<file path="src/rtl/mc_pkg.sv">
// Shared definitions for the multicycle MIPS main controller:
// state encodings, opcodes, datapath select encodings and the control word.
package mc_pkg;

  typedef enum logic [3:0] {
    S_FETCH  = 4'd0,
    S_DECODE = 4'd1,
    S_MEMADR = 4'd2,
    S_MEMRD  = 4'd3,
    S_MEMWB  = 4'd4,
    S_MEMWR  = 4'd5,
    S_EXEC   = 4'd6,
    S_ALUWB  = 4'd7,
    S_BRANCH = 4'd8,
    S_ADDIEX = 4'd9,
    S_ADDIWB = 4'd10,
    S_JUMP   = 4'd11
  } state_t;

  localparam logic [5:0] OP_RTYPE = 6'b000000;
  localparam logic [5:0] OP_LW    = 6'b100011;
  localparam logic [5:0] OP_SW    = 6'b101011;
  localparam logic [5:0] OP_BEQ   = 6'b000100;
  localparam logic [5:0] OP_ADDI  = 6'b001000;
  localparam logic [5:0] OP_J     = 6'b000010;

  localparam logic [1:0] ALU_OP_ADD   = 2'b00;
  localparam logic [1:0] ALU_OP_SUB   = 2'b01;
  localparam logic [1:0] ALU_OP_FUNCT = 2'b10;

  localparam logic [1:0] SRCB_B      = 2'b00;
  localparam logic [1:0] SRCB_FOUR   = 2'b01;
  localparam logic [1:0] SRCB_IMM    = 2'b10;
  localparam logic [1:0] SRCB_IMM_SH = 2'b11;

  localparam logic [1:0] PCSRC_ALU    = 2'b00;
  localparam logic [1:0] PCSRC_ALUOUT = 2'b01;
  localparam logic [1:0] PCSRC_JUMP   = 2'b10;

  typedef struct packed {
    logic       pc_write;
    logic       branch;
    logic       iord;
    logic       mem_read;
    logic       mem_write;
    logic       ir_write;
    logic       reg_dst;
    logic       mem_to_reg;
    logic       reg_write;
    logic       alu_src_a;
    logic [1:0] alu_src_b;
    logic [1:0] alu_op;
    logic [1:0] pc_source;
  } ctrl_t;

  function automatic logic op_supported(input logic [5:0] op);
    return (op == OP_RTYPE) || (op == OP_LW) || (op == OP_SW) ||
           (op == OP_BEQ) || (op == OP_ADDI) || (op == OP_J);
  endfunction

endpackage

</file>
<file path="src/rtl/mc_ctrl_decode.sv">
// Combinational control-word decode for the main controller: a pure function
// of the current state, with mem_ready gating only the FETCH-cycle writes.
module mc_ctrl_decode
  import mc_pkg::*;
(
  input  state_t state,
  input  logic   mem_ready,
  input  logic   rst,
  output ctrl_t  ctrl
);

  always_comb begin
    ctrl = '0;
    if (!rst) begin
      case (state)
        S_FETCH: begin
          ctrl.mem_read  = 1'b1;
          ctrl.alu_src_b = SRCB_FOUR;
          ctrl.alu_op    = ALU_OP_ADD;
          ctrl.pc_source = PCSRC_ALU;
          // PC and IR only load on the cycle the instruction word arrives.
          ctrl.pc_write  = mem_ready;
          ctrl.ir_write  = mem_ready;
        end
        S_DECODE: begin
          ctrl.alu_src_b = SRCB_IMM_SH;
          ctrl.alu_op    = ALU_OP_ADD;
        end
        S_MEMADR: begin
          ctrl.alu_src_a = 1'b1;
          ctrl.alu_src_b = SRCB_IMM;
          ctrl.alu_op    = ALU_OP_ADD;
        end
        S_MEMRD: begin
          ctrl.mem_read = 1'b1;
          ctrl.iord     = 1'b1;
        end
        S_MEMWB: begin
          ctrl.reg_write  = 1'b1;
          ctrl.mem_to_reg = 1'b1;
        end
        S_MEMWR: begin
          ctrl.mem_write = 1'b1;
          ctrl.iord      = 1'b1;
        end
        S_EXEC: begin
          ctrl.alu_src_a = 1'b1;
          ctrl.alu_src_b = SRCB_B;
          ctrl.alu_op    = ALU_OP_FUNCT;
        end
        S_ALUWB: begin
          ctrl.reg_write = 1'b1;
          ctrl.reg_dst   = 1'b1;
        end
        S_BRANCH: begin
          ctrl.alu_src_a = 1'b1;
          ctrl.alu_src_b = SRCB_B;
          ctrl.alu_op    = ALU_OP_SUB;
          ctrl.branch    = 1'b1;
          ctrl.pc_source = PCSRC_ALUOUT;
        end
        S_ADDIEX: begin
          ctrl.alu_src_a = 1'b1;
          ctrl.alu_src_b = SRCB_IMM;
          ctrl.alu_op    = ALU_OP_ADD;
        end
        S_ADDIWB: begin
          ctrl.reg_write = 1'b1;
        end
        S_JUMP: begin
          ctrl.pc_write  = 1'b1;
          ctrl.pc_source = PCSRC_JUMP;
        end
        default: ctrl = '0;
      endcase
    end
  end

endmodule

</file>
<file path="src/rtl/mc_main_ctrl.sv">
// Main control FSM for the multicycle MIPS datapath: state register,
// next-state logic and illegal-opcode detection around the control decode.
module mc_main_ctrl
  import mc_pkg::*;
#(
  parameter int OP_W = 6,
  parameter int ST_W = 4
) (
  input  logic            clk,
  input  logic            rst,
  input  logic [OP_W-1:0] op,
  input  logic            mem_ready,
  output logic            pc_write,
  output logic            branch,
  output logic            iord,
  output logic            mem_read,
  output logic            mem_write,
  output logic            ir_write,
  output logic            reg_dst,
  output logic            mem_to_reg,
  output logic            reg_write,
  output logic            alu_src_a,
  output logic [1:0]      alu_src_b,
  output logic [1:0]      alu_op,
  output logic [1:0]      pc_source,
  output logic            illegal_op,
  output logic [ST_W-1:0] state_o
);

  // Memory handshake: mem_read/mem_write and iord are held steady by the
  // state; the access completes on a rising edge where mem_ready=1, and
  // every cycle with mem_ready=0 keeps the FSM in the same state.
  state_t state_q, state_d;
  logic   illegal_d;
  ctrl_t  ctrl;

  always_ff @(posedge clk) begin
    if (rst) state_q <= S_FETCH;
    else     state_q <= state_d;
  end

  always_comb begin
    state_d   = state_q;
    illegal_d = 1'b0;
    case (state_q)
      S_FETCH:  if (mem_ready) state_d = S_DECODE;
      S_DECODE: begin
        case (op)
          OP_LW, OP_SW: state_d = S_MEMADR;
          OP_RTYPE:     state_d = S_EXEC;
          OP_BEQ:       state_d = S_BRANCH;
          OP_ADDI:      state_d = S_ADDIEX;
          OP_J:         state_d = S_JUMP;
          default:      state_d = S_FETCH;
        endcase
        illegal_d = !op_supported(op);
      end
      S_MEMADR: state_d = (op == OP_LW) ? S_MEMRD : S_MEMWR;
      S_MEMRD:  if (mem_ready) state_d = S_MEMWB;
      S_MEMWR:  if (mem_ready) state_d = S_FETCH;
      S_EXEC:   state_d = S_ALUWB;
      S_ADDIEX: state_d = S_ADDIWB;
      S_MEMWB, S_ALUWB, S_BRANCH, S_ADDIWB, S_JUMP: state_d = S_FETCH;
      default:  state_d = S_FETCH;
    endcase
  end

  mc_ctrl_decode u_decode (
    .state     (state_q),
    .mem_ready (mem_ready),
    .rst       (rst),
    .ctrl      (ctrl)
  );

  assign pc_write   = ctrl.pc_write;
  assign branch     = ctrl.branch;
  assign iord       = ctrl.iord;
  assign mem_read   = ctrl.mem_read;
  assign mem_write  = ctrl.mem_write;
  assign ir_write   = ctrl.ir_write;
  assign reg_dst    = ctrl.reg_dst;
  assign mem_to_reg = ctrl.mem_to_reg;
  assign reg_write  = ctrl.reg_write;
  assign alu_src_a  = ctrl.alu_src_a;
  assign alu_src_b  = ctrl.alu_src_b;
  assign alu_op     = ctrl.alu_op;
  assign pc_source  = ctrl.pc_source;
  assign illegal_op = illegal_d & ~rst;
  assign state_o    = ST_W'(state_q);

endmodule

</file>
<file path="config.mk">
export PLATFORM = sky130hd
export DESIGN_NAME = mc_main_ctrl
export DESIGN_NICKNAME = d
export VERILOG_FILES = /design/src/rtl/mc_pkg.sv /design/src/rtl/mc_ctrl_decode.sv /design/src/rtl/mc_main_ctrl.sv
export SDC_FILE = /design/constraint.sdc
export NUM_CORES = 1
export LEC_CHECK = 0
export BUFFER_PORTS_ARGS = -buffer_cell sky130_fd_sc_hd__buf_4
export CORE_MARGIN = 2
export CORE_UTILIZATION = 40
export CTS_BUF_LIST = sky130_fd_sc_hd__clkbuf_8
export DETAILED_ROUTE_END_ITERATION = 8
export PLACE_DENSITY = 0.84
export SETUP_SLACK_MARGIN = 0.1
export SLEW_MARGIN = 15
export SYNTH_ARGS = -nofsm -noshare
export SYNTH_HDL_FRONTEND = slang
export SYNTH_SLANG_ARGS = --single-unit
</file>
<file path="constraint.sdc">
create_clock -name clk -period 1.6 [get_ports clk]
set_input_delay 0.16 -clock clk [delete_from_list [all_inputs] [get_ports clk]]
set_output_delay 0.16 -clock clk [all_outputs]
set_load 0.01 [all_outputs]
</file>
After elaboration in Yosys (flattened, before gate mapping). Cells that the tools add are included.

Equality and inequality tests: 19. Reduce and logical (&&, ||, !) cells: 15. Multiplexer cells: 20. Bitwise operators: 2.

Operator list (count): case mux 4 bit (5 select lines) (2); case mux 4 bit (7 select lines) (1); == test 4 x 3 -> 1 bit (second input constant) (4); == test 4 bit (second input constant) (4); two-way mux 16 bit (1); == test 6 bit (second input constant) (2); two-way mux 4 bit (3); two-way mux 1 bit (10); == test 4 x 2 -> 1 bit (second input constant) (2); OR reduction 2 bit (4); == test 6 x 2 -> 1 bit (second input constant) (1); == test 6 x 3 -> 1 bit (second input constant) (1); == test 6 x 4 -> 1 bit (second input constant) (1); zero test 6 bit (1); != test 2 bit (second input constant) (3); logical OR 1 bit (5); == test 4 x 1 -> 1 bit (second input constant) (1); zero test 4 bit (1); case mux 2 bit (2 select lines) (1); OR reduction 4 bit (1); two-way mux 3 bit (1); AND reduction 3 bit (1); OR reduction 3 bit (1); case mux 1 bit (2 select lines) (1); 3 further kinds (3).

Output and inout bits: 21. Bits in registers: 4. Input bits: 9.

Longest topological paths before layout.
Depth after elaboration: 9. Gate-level depth with buffers: 5.

Modules after synthesis. Synthesis repeated with hierarchy kept, for this count alone.

Cells, all modules: 82. Area total of the unflattened synthesis: 656.9 um^2.

By module, submodules not included: mc_main_ctrl (times used 1, cells an instance 47, area each 400.4 um^2, seq. area each 80.1 um^2); mc_ctrl_decode (times used 1, cells an instance 35, area each 256.5 um^2, seq. area each 0.0 um^2).

Worst setup path before layout. OpenSTA, ideal clock, no wires.

Path kind: register to output. Start: reg state_q[3] (netlist: state_o[3]). End: out pc_source[0]. Path buffers: 2. Cell stages (with the launch flop): 5. Arrival time: 1.437 ns. Slack: 0.003 ns. Cell sequence: dfxtp_1 -> buf_2 -> inv_2 -> nor4b_1 -> buf_4.

Longest elaborated chain between the ends: 3. Elaborated cells on any way between the ends: 4. Classes of those cells: eq/ne: 2; mux: 2.

Ends and longest elaborated chain: start: declaration (RTL line mc_main_ctrl.sv:33) `state_t state_q, state_d;`; start signal: assignment (RTL line mc_main_ctrl.sv:39) `else state_q <= state_d;`; == test 4 bit (RTL line mc_ctrl_decode.sv:15) `case (state)`; case mux 2 bit (2 select lines) (*) (RTL line mc_ctrl_decode.sv:15); two-way mux 16 bit (*) (RTL line mc_ctrl_decode.sv:14) `if (!rst) begin`; end: declaration (RTL line mc_main_ctrl.sv:25) `output logic [1:0] pc_source,`.

Every way passes the cells marked *; elsewhere a longest branch is shown, timed or not.

Final worst setup path.
Start: reg state_q[0] (netlist: state_o[0]). End: out reg_write.

Longest elaborated chain between the ends: 4. Elaborated cells on any way between the ends: 6. Classes of those cells: eq/ne: 3; mux: 2; reduce/logical: 1.

Ends and longest elaborated chain: == test 4 x 3 -> 1 bit / == test 4 bit (equally long branches) (RTL line mc_ctrl_decode.sv:15); OR reduction 3 bit (no line) (*); two-way mux 1 bit (*) (RTL line mc_ctrl_decode.sv:15); two-way mux 16 bit (*) (RTL line mc_ctrl_decode.sv:14); end: declaration (RTL line mc_main_ctrl.sv:21) `output logic reg_write,`.

Marked as above.

==> run_results.csv <==
group,metric,value,unit
synthesis,ys_ff_latch,4,
critical_path,arrival,1.35,ns
cells_and_area,final_cell_area,930,um^2
synthesis,synthCells,83,
place,place.gp.congestion,0.801,
critical_path,critical_path_peak_fanout,9,
synthesis,synth-seq-area-share,0.151,
place,dp.cells,125,
drt,drtIter0Drc,22,
worst_hold_path,whs_path_depth,2,
global_routing,overflow,0,
global_routing,antenna_found_initial,0,
synthesis,synth_area,532,um^2
synthesis,synth_warnings,0,
floorplanning,core_area,1270,um^2
sta,fin_tns_setup,0,ns
sta,slew_violations,0,
cells_and_area,stdcell_count,134,
floorplanning,die_h,40.5,um
sta,hold_viol,0,
clock_network,cts-hold-fix-buffers,0,
sta,finClkSkew,0.00416,ns
sta,rsz0062_at_grt,"true",
clock_network,path_clk_slew,0.03,ns
cells_and_area,num_antenna_cells,0,
synthesis,ys_async_sr_fraction,0,
cells_and_area,drive_gt1_frac,0.487,
drt,drt_pass1_iterations,4,
synthesis,yosysTopAreaCellShare,0.151,
power,p_total,0.475,mW
power,power_density,511,nW/um^2
sta,setup_violations,0,
floorplanning,io_pins,30,
critical_path,worstRegToRegCells,5,
critical_path,cp-end-kind,"primary output",
power,worst_ir_drop_vdd,345,uV
synthesis,yosys.cell_types.count,30,
floorplanning,die_area,1640,um^2
cells_and_area,syn_to_final_growth,74.8,%
global_routing,grt_usage,0.252,
drt,postRouteAntennaNets,0,
power,power_leakage,0.400,nW
critical_path,r2r_start,"state_o[2]$_SDFFE_PP0P_",
cells_and_area,largest_register_ff_count,4,
outcome,status,"finished clean",
sta,max_freq,662,MHz
synthesis,synth_top_cell_by_area,"dfxtp_1",
synthesis,avgSynthCellArea,6.41,um^2
place,io_buffers,29,
critical_path,critPathRequiredTime,1.44,ns
drt,drt-vias-per-instance,5.80,
critical_path,path_class,"flip-flop to primary output",
place,place_ws,0.132,ns
drt,post_drt_wl_per_cell,14.3,um
sta,maxSlewHeadroom,0.754,
drt,dr_total_vias,777,
synthesis,synth_edf_count,0,
clock_network,cts_made_buffers,3,
cells_and_area,nFillCells,101,
drt,drc,0,
clock_network,cts.sinks,4,
floorplanning,initial_core_util,0.419,
sta,min_period,1.51,ns
sta,final.setup.worst_slack,0.0891,ns
global_routing,grt_pass1_vias,621,
job,maxCapViolCount,0,
global_routing,grt_pass1_wl,2.71,mm
global_routing,grt_max_degree,14,
place,hpwl,1.24,mm
drt,routed_wl,1.92,mm
synthesis,synth_area_leaders,"dfxtp_1, a21oi_1, nor2_1",
worst_hold_path,hold_class,"primary input to flip-flop",
floorplanning,die_x,40.5,um
critical_path,crit_path_start_kind,"flip-flop",
sta,finalCritPeriodShare,0.944,
sta,worst_pin_slew,0.364,ns
cells_and_area,nets,130,
clock_network,clockRootBuffer,"clkbuf_8",
synthesis,synth.net_count,92,
place,dpl-instance-area,777,um^2
clock_network,cts-htree-levels,1,
floorplanning,rows,13,
clock_network,clk_latency,0.22,ns
synthesis,synthFlopType,"dfxtp_1",
clock_network,cts_tree,"built",
clock_network,clockBufferDepth,2,
worst_hold_path,hp-start,"rst",
critical_path,crit_start,"state_o[0]$_SDFFE_PP0P_",
-- per-stage QoR --
step | utilization | hold WS, ns
6_report | 0.733 | 0.226
5_1_grt | 0.733 | 0.227
4_1_cts | 0.707 | 0.203
3_5_place_dp | 0.612 | 0.446
3_3_place_gp | 0.612 | 0.434
2_1_floorplan | - | 0.338
-- final cells by class --
type	count	area, um^2	area share
inverter	1	3.75	0.00404
clock buffer	3	41.3	0.0444
multi-input combinational	71	464	0.499
sequential	4	90.1	0.0969
timing repair buffer	40	312	0.335
tap	15	18.8	0.0202
-- cell usage after synthesis, types with 2 or more instances --
master    count
a21oi_1      10
and3_1        3
buf_4         2
clkbuf_1      4
dfxtp_1       4
nand2_1       4
nand2b_1      6
nand3_1       2
nand4_1       2
nor2_1       11
nor2b_1       3
nor3_1        4
nor4_1        3
nor4b_1       3
o21ai_0       5
or2_1         2
or3b_1        2
-- worst max-delay path, cell delays in order, from the launching register on --
cell and delay, ns:
dfxtp_2 0.37, buf_6 0.16, or3_1 0.34, a21oi_1 0.13
buf_4 0.13
-- layout by cell type, fill, tap and decap left out --
master,count
nor2b_2,1
o22a_1,1
dfxtp_4,2
or3b_1,2
or3_1,1
dfxtp_2,2
nor4_4,1
nor2_1,8
nand4_1,2
a311oi_1,1
nand2b_1,5
nand2b_4,1
o21a_1,1
and3_1,3
nor3_1,4
a31oi_1,1
nand2_1,4
a21oi_1,10
clkbuf_8,3
xor2_1,1
and4_1,1
or2_1,2
nor4_1,2
nor2b_1,2
o41ai_1,1
a211oi_2,1
nor4b_2,3
buf_6,3
o21ai_1,1
nand3b_1,1
inv_2,1
buf_4,37
o21ai_0,5
nor2_2,3
nand3_1,2
-- kinds of logic after synthesis --
group / after synthesis / synth area share
and+or+nand+nor: 48 / 0.511
AOI/OAI and AO/OA: 22 / 0.249
buffers and inverters: 8 / 0.0729
DFF: 4 / 0.151
xor gates and xnor gates: 1 / 0.0165
-- routing by layer --
layer | share of wire | GRT usage
met3 | 0.081 | 0.0444
met1 | 0.39 | 0.262
met4 | 0.025 | 0.167
met2 | 0.50 | 0.452
met5 | 0 | 0
-- what timing repair did --
item / 4_1_cts / 5_1_grt
cloned: 0 / 0
setup buffers: 4 / 2
endpoints found under the setup margin: 8 / 12
pin swaps: 2 / 2
resized for setup: 14 / 4
-- power by group --
part | leakage (nW) | total [mW] | switching [mW] | internal (mW)
registers | 0.0349 | 0.108 | 0.00683 | 0.101
logic | 0.343 | 0.148 | 0.0740 | 0.0738
clock network | 0.0216 | 0.219 | 0.0584 | 0.161
total | 0.400 | 0.475 | 0.139 | 0.336
-- path summary, 6_finish.rpt --
path | to | slack [ns]
max | reg_write | 0.09
min | state_o[1]$_SDFFE_PP0P_ | 0.23
max reg2reg | state_o[2]$_SDFFE_PP0P_ | 0.09
min reg2reg | state_o[1]$_SDFFE_PP0P_ | 0.60
Note: power is estimated with default switching activity, not from simulation.
